File: config.mk
export PLATFORM = sky130hd
export DESIGN_NAME = ifetch
export DESIGN_NICKNAME = d
export VERILOG_FILES = /design/src/rtl/ifetch.sv
export SDC_FILE = /design/constraint.sdc
export NUM_CORES = 1
export LEC_CHECK = 0
export CAP_MARGIN = 20
export CORE_AREA = 3 3 137 139
export CTS_CLUSTER_DIAMETER = 150
export DETAILED_ROUTE_END_ITERATION = 8
export DIE_AREA = 0 0 140 142
export PLACE_DENSITY = 0.88
export SLEW_MARGIN = 25
export SYNTH_ARGS = -nofsm -noshare
export SYNTH_HDL_FRONTEND = slang
export SYNTH_SLANG_ARGS = --single-unit
File: constraint.sdc
create_clock -name clk -period 5.9 [get_ports clk]
set_input_delay 1.18 -clock clk [delete_from_list [all_inputs] [get_ports clk]]
set_output_delay 1.18 -clock clk [all_outputs]
set_load 0.005 [all_outputs]
File: src/rtl/ifetch.sv
// Instruction fetch stage: PC, one-deep request pipeline to a fixed-latency memory,
// and a 2-entry {inst, addr} queue toward decode with EX-driven redirect.
module ifetch #(
    parameter int                WORD       = 32,
    parameter int                ADDR       = 32,
    parameter logic [ADDR-1:0]   RESET_ADDR = {ADDR{1'b0}}
) (
    input  logic              clk,
    input  logic              rst,
    output logic              imem_req_o,
    output logic [ADDR-1:0]   imem_addr_o,
    input  logic [WORD-1:0]   imem_data_i,
    input  logic              br_i,
    input  logic [ADDR-1:0]   br_addr_i,
    output logic              v_o,
    output logic [WORD-1:0]   inst_o,
    output logic [ADDR-1:0]   origaddr_o,
    input  logic              stall_i
);

    localparam logic [ADDR-1:0] STEP = {{(ADDR-3){1'b0}}, 3'b100};

    logic [ADDR-1:0] pc_r;
    logic [ADDR-1:0] req_addr_r;
    logic            inflight_r;
    logic [WORD-1:0] inst_q_r [2];
    logic [ADDR-1:0] addr_q_r [2];
    logic            head_r;
    logic [1:0]      count_r;

    logic            br_s;
    logic [ADDR-1:0] target_s;
    logic            v_s;
    logic            pop_s;
    logic            push_s;
    logic            req_s;
    logic            tail_s;
    logic [2:0]      occ_s;
    logic [ADDR-1:0] addr_s;
    logic            unused_s;

    // Redirect target bits [1:0] are forced to zero, so they are deliberately left unread.
    assign unused_s = ^br_addr_i[1:0];
    assign target_s = {br_addr_i[ADDR-1:2], 2'b00};

    // Queue control and memory request decision; reset gates every request path.
    always_comb begin
        br_s   = rst & br_i;
        v_s    = (count_r != 2'd0) & ~br_s;
        pop_s  = v_s & ~stall_i;
        push_s = inflight_r & ~br_s;
        occ_s  = {1'b0, count_r} + {2'b00, inflight_r};
        tail_s = head_r ^ count_r[0];
        if (!rst) begin
            req_s = 1'b0;
        end else if (br_s) begin
            req_s = 1'b1;
        end else begin
            req_s = ((occ_s - {2'b00, pop_s}) < 3'd2);
        end
        if (br_s) begin
            addr_s = target_s;
        end else begin
            addr_s = pc_r;
        end
    end

    assign imem_req_o  = req_s;
    assign imem_addr_o = addr_s;
    assign v_o         = v_s;
    assign inst_o      = inst_q_r[head_r];
    assign origaddr_o  = addr_q_r[head_r];

    // PC, inflight tracking and queue storage; a redirect overrides push and pop.
    always_ff @(posedge clk or negedge rst) begin
        if (!rst) begin
            pc_r        <= RESET_ADDR;
            req_addr_r  <= RESET_ADDR;
            inflight_r  <= 1'b0;
            head_r      <= 1'b0;
            count_r     <= 2'd0;
            inst_q_r[0] <= {WORD{1'b0}};
            inst_q_r[1] <= {WORD{1'b0}};
            addr_q_r[0] <= {ADDR{1'b0}};
            addr_q_r[1] <= {ADDR{1'b0}};
        end else if (br_s) begin
            pc_r       <= target_s + STEP;
            req_addr_r <= target_s;
            inflight_r <= 1'b1;
            head_r     <= 1'b0;
            count_r    <= 2'd0;
        end else begin
            inflight_r <= req_s;
            if (req_s) begin
                pc_r       <= pc_r + STEP;
                req_addr_r <= pc_r;
            end else begin
                pc_r       <= pc_r;
                req_addr_r <= req_addr_r;
            end
            if (push_s) begin
                inst_q_r[tail_s] <= imem_data_i;
                addr_q_r[tail_s] <= req_addr_r;
            end else begin
                inst_q_r[tail_s] <= inst_q_r[tail_s];
                addr_q_r[tail_s] <= addr_q_r[tail_s];
            end
            if (pop_s) begin
                head_r <= ~head_r;
            end else begin
                head_r <= head_r;
            end
            count_r <= count_r + {1'b0, push_s} - {1'b0, pop_s};
        end
    end

endmodule

# Yosys cells after proc, flatten, opt, wreduce, memory -nomap -nowiden
# Cells that the tools add are included.
# totals
regBits,196
output_inout_bits,98
word_cells,64
# classes
n_addsub,6
magnitude_cmp,4
muxes,31
n_bitwise,10
reduce_logical,4
# ops
operator,n
$mux W32,18
$bwmux W64,4
$mux W64,2
$add A32 B3 Y32 const B,2
$demux W32 S1,1
$reduce_bool A2 Y1,3
$mux W1,5
$and A1 B1 Y1,4
$ge A2 B2 Y1 const B,2
$not A1 Y2,2
$add A2 B1 Y3,1
$lt A3 B2 Y1 const B,1
$not A1 Y1,3
$sub A3 B1 Y3,1
$add A2 B1 Y2,1
$lt A2 B1 Y1 const B,1
$mux W2,1
$sub A2 B1 Y2,1
$logic_and A1 B1 Y1,1
$xor A1 B1 Y1,1

# Depth between registers and ports, before layout
# Gate-level depths: netlist of the first run.
# logic_depth
word_depth,10
ltp_mapped,15

# Least setup slack after synthesis of the first run
# OpenSTA, ideal clock, no wires.
# synth_timing
path_kind,input -> output
from,in rst
to,out imem_req_o
arrival_time_ns,4.064
slack_ns,0.656
path_stages,13
path_buffers,5
path_cell_list,and2_4 buf_4 buf_6 clkbuf_1 nor3_1 ha_1 nand2b_1 fa_1 xnor2_1 a31oi_1 inv_1 clkbuf_1 buf_1
# synth_via
elab_chain_len,8
# synth_rtl
item,line_no,text
from (decl),9,"input logic rst,"
$and A1 B1 Y1,48,br_s = rst & br_i;
$not A1 Y1,49,v_s = (count_r != 2'd0) & ~br_s;
$and A1 B1 Y1,49,
$and A1 B1 Y1,50,pop_s = v_s & ~stall_i;
$sub A3 B1 Y3,59,"req_s = ((occ_s - {2'b00, pop_s}) < 3'd2);"
$lt A3 B2 Y1,59,
$mux W1,56,end else if (br_s) begin
$mux W1 *,54,if (!rst) begin
to (decl),10,"output logic imem_req_o,"
# Every way passes the cells marked *; elsewhere a longest branch is shown, timed or not.

# Worst setup path after layout of the first run
# layout_timing
from,in br_i
to,out imem_req_o
# layout_via
elab_chain_len,8
# layout_rtl
item,line_no,text
from (decl),13,"input logic br_i,"
$and A1 B1 Y1 *,48,
$not A1 Y1,49,
$and A1 B1 Y1,49,
$and A1 B1 Y1,50,
$sub A3 B1 Y3,59,
$lt A3 B2 Y1,59,
$mux W1 *,56,
$mux W1 *,54,
# Marked as above.

==> results of run 1 <==
[worst max-delay path by stage]
stage	to	slack [ps]	cells after the start
after CTS	imem_req_o	610	10
after floorplan	imem_req_o	660	13
after global placement	imem_req_o	690	10
after detailed placement	imem_req_o	610	10
after global routing	imem_req_o	460	10
final	imem_req_o	620	10
[routing by layer]
layer / part of all wire [%] / GRT usage (%) / routed length (microns)
met1: 43 / 28.0 / 9200
met2: 49 / 35.9 / 10600
met3: 6.2 / 5.41 / 1330
met4: 1.8 / 6.88 / 383
met5: 0 / 0 / 0
[cells by family after synthesis]
group	Yosys count
multiplexers	215
AO/OA/AOI/OAI	72
buffers and inverters	69
other	1
AND/OR/NAND/NOR	198
XOR/XNOR	29
adder cells (fa/ha/maj)	5
flip-flops	192
[stage by stage]
stage | area (sq um) | util [%] | setup WS, ps
final | 11600 | 65.3 | 624
after global routing | 11600 | 65.3 | 456
after CTS | 11600 | 65.3 | 605
after detailed placement | 11000 | 62.1 | 612
after global placement | 11000 | 62.1 | 691
after floorplan | 9250 | - | 656
[area by class of cell]
class | instances | area share, %
Antenna cell | 1 | 0.0215
Clock buffer | 17 | 3.66
Clock inverter | 15 | 1.28
Inverter | 24 | 0.776
Multi-Input combinational cell | 521 | 35.7
Sequential cell | 192 | 41.4
Tap cell | 229 | 2.47
Timing Repair Buffer | 170 | 14.7
[power breakdown]
part / internal [uW] / switching [uW]
Combinational: 1820 / 1260
Sequential: 1960 / 420
Clock: 563 / 554
Total: 4350 / 2240
[critical path, stage by stage]
cell and delay (ps):
clkdlybuf4s50_1 470, and2_4 170, nor3_1 380, ha_1 320, nand2b_1 150, fa_1 380
xnor2_1 240, a31oi_2 160, inv_2 140, clkdlybuf4s50_1 510
[flip-flops by register name, indices dropped and copies added, names as in the netlist]
signal	count
addr_q_r	64
count_r	2
head_r	1
inflight_r	1
inst_q_r	64
pc_r	30
req_addr_r	30
[layout by cell type, fill, tap and decap left out, types with 2 or more instances in the layout]
master	Yosys	routed
and2_1	5	5
nand2_1	54	54
nor2b_1	2	2
inv_6	0	2
conb_1	1	2
ha_1	4	4
a31oi_1	5	4
nand3_1	8	7
o21ai_2	3	3
buf_12	0	2
clkinv_8	0	2
clkdlybuf4s50_1	0	160
nor3b_1	2	2
inv_8	0	5
and4_1	2	2
xnor2_1	25	25
a21oi_1	41	41
nand4_1	19	19
nand4bb_1	3	3
o21ai_1	10	10
nand4_2	2	2
mux2_2	194	194
buf_4	8	7
nor4_2	5	5
dfrtp_1	192	191
nor3_1	6	6
inv_2	1	2
o21ai_0	6	6
nand3_2	2	2
nor4_1	4	4
clkbuf_16	0	17
nor2_1	78	78
clkinv_4	0	2
mux2i_1	20	20
inv_1	23	22
xor2_1	4	4
clkinvlp_4	0	2
clkinv_2	0	2
==> impl_results.md, run 1 <==
- Die width: 140 microns
- Row count: 49
- Clk slew on worst S/H paths: around 70 ps
- Tcrit/Tclk final: 89.4%
- Most common cell in the netlist: mux2_2
- Vias in the first global route: around 6600
- Peak VDD IR: just over 0.0003 V
- Min Clock Period, post-route: between 5000 and 6000 ps
- Worst setup EP type: primary output
- Area contributors post-synth: dfrtp_1, mux2_2, nor2_1, xnor2_1, a21oi_1
- Clock Tree Buf Depth: 2
- Register bit total from synthesis: about 190
- Outcome: finished clean
- Crit path arrival time: between 4000 and 5000 ps
- EDFF count, synth: 0
- Fin. max-slew vios: 0
- First-pass GRT wire length: roughly 34000 microns
- # fillers: roughly 1300
- Overflow after GRT: 0
- Cells after Synth: a little under 800
- Setup Viol. Count Final: 0
- Clock Skew: 9.15 ps
- Fraction of registers with async set/reset: 100%
- CP Data Required Time: between 4000 and 5000 ps
- Setup_tns: 0 ps
- Die height: ~140 microns
- Hold Crit Class: reg -> reg
- Post-CTS Hold Fix Bufs: 0
- Count of cell types in the netlist: 48
- Biggest area consumer among synthesized cells: dfrtp_1
- Area of the multi-input gates: ~4100 sq um
- DRT antenna net count: 0
- FF-to-FF path depth: 10
- Wirelength per Cell: roughly 18 microns
- Port Buffers: ~160
- Pwr Total: 6580 uW
- Fin Hold WS: ~500 ps
- Reg-to-Reg Start: count_r[1]$_DFF_PN0_
- Maxcap violations: 0
- Placed insts: 1136
- Hold Fails Final Rpt: 0
- DR vias/cell: between 5 and 6
- CP startpoint: br_i
- Layout Cells excl Fill: 1169
- Total track usage: between 20% and 30%
- Area grow syn2layout: 25.6%
- CP max FO: 3
- WHS Endpoint: addr_q_r[32]$_DFFE_PN0P_
- Post-synthesis sequential area ratio: about 52%
- Top cell type's share of synthesized area: roughly 52%
- Drt drc: 0
- RSZ-0062 raised after global routing: false
- Terminus of the critical flop-to-flop path: pc_r[17]$_DFFE_PN0P_
- Layout cell share with drive strength beyond 1: 27.5%
- Detail Placement HPWL: ~14000 microns
- Adder-Cell Fraction of Synth Area: 0.758%
- Simple-gate share of the synthesized area: a little over a tenth
- Hold path depth: 1
- Power per cell area: ~570 nW/um^2
- Worst slew pin tran: roughly 1000 ps
- CTS tree: yes
- CTS resizes: 0
- Setup CP Type: in -> out
- Initial antenna violation count: 0
- Syn Area/Cell: ~12 sq um
- Pre-Repair DR Iteration Count: 6
- TritonCTS buffer count: 17
- Storage cell area: just under 5000 sq um
- Main combinational cell family by area after synthesis: multiplexers
- Most common flop cell mapped by yosys: dfrtp_1
- Warnings, synthesis: 0
- Sink Count: between 150 and 200
- Setup Buffers After CTS: 0
- Worst rel slew slack: 32.4%
- Vias: ~6500
- CTS root buf: clkbuf_16
- Post-Route WL: 21500 microns
- RD Place Congestion: between 0.8 and 0.9
- Mapped cell area: slightly above 9000 sq um
- Min-delay src: addr_q_r[32]$_DFFE_PN0P_
- Leak: 0.00475 uW
- Core Box Area: roughly 18000 sq um
- Nets@finish: 999
- Max frequency: ~190 MHz
- Clock Latency Late Sink: approximately 430 ps
- Worst Setup Start Kind: input port
- Synth cell count leaders: mux2_2, dfrtp_1, nor2_1
- H-tree Lvls: 4
- FF-to-FF setup slack: 2370 ps
- I/O pin cnt: approximately 170
- Synth Area in XOR/XNOR: roughly 2.7%
- Die Area: a little under 20000 sq um
- Initial Util: between 50% and 60%
- DRT iter0 DRCs: ~450
- Post-synthesis mux area share: roughly a quarter
- Synth Area in Compound Gates: 4.37%
- Pin count of the biggest net entering global routing: 167
(Power assumes the default switching activity.)
==> inputs of run 2 (changes only) <==
--- a/config.mk
+++ b/config.mk
@@ -11,6 +11,7 @@
 export DETAILED_ROUTE_END_ITERATION = 8
 export DIE_AREA = 0 0 140 142
 export PLACE_DENSITY = 0.88
+export RECOVER_POWER = 50
 export SLEW_MARGIN = 25
 export SYNTH_ARGS = -nofsm -noshare
 export SYNTH_HDL_FRONTEND = slang
==> run 2 against run 1 <==
The flow now finishes with violations (capacitance limit, slew limit). Wire length shrank 0.16%. Non-clock buffer count is the same. Global-route usage is the same. Design area shrank 0.25%. Power is essentially flat. First-iteration DRC count grew 0.66%. Worst hold slack is essentially flat. Cell count is the same. Setup slack lost 190 ps. Largest cell class unchanged.
==> impl_results.md, run 2 (synthesis results as in run 1) <==
- Min Clock Period, post-route: around 5500 ps
- Fin. max-slew vios: about 140
- Clk slew on worst S/H paths: ~70 ps
- Int Pwr: between 4000 and 5000 uW
- Hold Fails Final Rpt: 0
- # fillers: approximately 1300
- Placement Setup Slack: roughly 610 ps
- Post-CTS Hold Fix Bufs: 0
- GR met2 Demand/Resource: 35.9%
- Worst setup EP type: primary output
- Die height: between 100 and 150 microns
- CTS resizes: 0
- Power per cell area: about 570 nW/um^2
- Die Area: around 20000 sq um
- Crit path arrival time: between 4000 and 5000 ps
- Core Box Area: around 18000 sq um
- Pre-Repair DR Iteration Count: 5
- Setup CP Type: in -> out
- DRT iter0 DRCs: 456
- Setup Viol. Count Final: 0
- Most common cell after layout, fill and taps aside: mux2_2
- Wirelength per Cell: between 15 and 20 microns
- Met1 usage: 28.0%
- Setup Buffers After CTS: 0
- I/O pin cnt: around 170
- Pwr Total: about 6600 uW
- Pin count of the biggest net entering global routing: roughly 170
- Layout cell share with drive strength beyond 1: a little over a quarter
- Maxcap violations: 3
- Worst Setup Start Kind: input port
- Row count: 49
- Gr busiest metal: met2
- Largest registers: addr_q_r: 64 flops, inst_q_r: 64 flops
- CTS root buf: clkbuf_16
- DRT antenna net count: 0
- Port Buffers: roughly 160
- Worst rel slew slack: -31.8%
- Detail Placement HPWL: between 10000 and 15000 microns
- Met3 usage: 5.41%
- Nets@finish: between 900 and 1000
- Post-Route WL: roughly 21000 microns
- P_sw: between 2000 and 2500 uW
- Total track usage: roughly 22%
- Combinational share of power: ~47%
- Vias in the first global route: 6560
- Initial Util: between 50% and 60%
- Hold Crit Class: reg -> reg
- DR vias/cell: roughly 5.5
- Seq pwr share: about 36%
- RSZ-0062 raised after global routing: false
- Design Area, Final: ~12000 sq um
- Power share of the clock group: about 17%
- Overflow after GRT: 0
- Tcrit/Tclk final: 92.6%
- Max frequency: between 150 and 200 MHz
- Clock Skew: between 9 and 10 ps
- Worst slew pin tran: 1980 ps
- Initial antenna violation count: 1
- Clock Tree Buf Depth: 2
- Switching share of power: 33.9%
- Clock Latency Late Sink: 430 ps
- Peak VDD IR: approximately 0.0003 V
- CP Data Required Time: approximately 4700 ps
- CP max FO: 20
- DP Area: 11000 sq um
- Outcome: complete, but fails checks
- Failing checks: capacitance limit, slew limit
- Most frequent cells in the layout: mux2_2, dfrtp_1, clkdlybuf4s50_1, nor2_1, nand2_1
- Die width: between 100 and 150 microns
- First-pass GRT wire length: between 30000 and 40000 microns
- TritonCTS buffer count: 17
- Setup_tns: 0 ps
- Fin Hold WS: a little under 500 ps
- Area grow syn2layout: 25.3%
- Post-route worst setup slack: approximately 440 ps
- Sink Count: 192
- Vias: roughly 6500
- CTS tree: yes
- RD Place Congestion: 0.828
- Leak: approximately 0.0047 uW
- Drt drc: 0
- H-tree Lvls: 4
run 2: changes by cell type in the layout (fill, tap and decap cells not counted), moves of 2 or more:
cell / previous run / this run
buf_4: 7 / 5
clkbuf_1: 0 / 3
clkdlybuf4s50_1: 160 / 150
dlygate4sd3_1: 0 / 10
run 2: worst paths after layout:
kind	from	endpoint	slack, ps	cells after the start
min reg2reg	addr_q_r[32]$_DFFE_PN0P_	addr_q_r[32]$_DFFE_PN0P_	490	1
max reg2reg	head_r$_DFFE_PN0P_	inst_q_r[14]$_DFFE_PN0P_	1010	4
min	addr_q_r[32]$_DFFE_PN0P_	addr_q_r[32]$_DFFE_PN0P_	490	1
max	br_i	imem_addr_o[29]	440	7
max in group asynchronous	rst	addr_q_r[40]$_DFFE_PN0P_	3760	3
min in group asynchronous	rst	count_r[0]$_DFF_PN0_	920	2
run 2: metal layers:
| layer | part of all wire [%] | routed length [microns] | vias to the layer above |
|---|---|---|---|
| met1 | 42 | 9040 | 3228 |
| met2 | 50 | 10700 | 199 |
| li1 | - | - | 3026 |
| met4 | 1.6 | 338 | 2 |
| met3 | 6.3 | 1360 | 23 |
| met5 | 0.061 | 13 | - |
run 2: cell type report:
| type | count | area (sq um) | area share [%] |
|---|---|---|---|
| clock buffers | 17 | 425 | 3.67 |
| multi-input cells | 521 | 4140 | 35.7 |
| well taps | 229 | 287 | 2.47 |
| inverters | 24 | 90.1 | 0.778 |
| repair buffers | 170 | 1690 | 14.6 |
| flip-flops and latches | 192 | 4800 | 41.5 |
| clock inverters | 15 | 149 | 1.29 |
| diodes | 1 | 2.50 | 0.0216 |
run 2: power by group through the flow:
stage / Sequential, uW / Combinational [uW] / Clock (uW)
floorplan: 2220 / 1930 / 0
global placement: 2350 / 3010 / 0
detailed placement: 2400 / 3100 / 0
CTS: 2380 / 3120 / 1140
global route: 2460 / 3360 / 1200
finish: 2380 / 3090 / 1120
run 2: worst max-delay path: stages:
cell	delay [ps]
dlygate4sd3_1	600
clkbuf_1	800
nand2_1	140
clkbuf_1	450
mux2i_1	440
inv_1	180
clkdlybuf4s50_1	480
run 2: metrics by stage:
| stage | utilization (%) | cells |
|---|---|---|
| 2_1_floorplan | - | 782 |
| 3_3_place_gp | 62.1 | 1136 |
| 3_5_place_dp | 62.1 | 1136 |
| 4_1_cts | 65.3 | 1168 |
| 5_1_grt | 65.1 | 1168 |
| 6_report | 65.2 | 1169 |
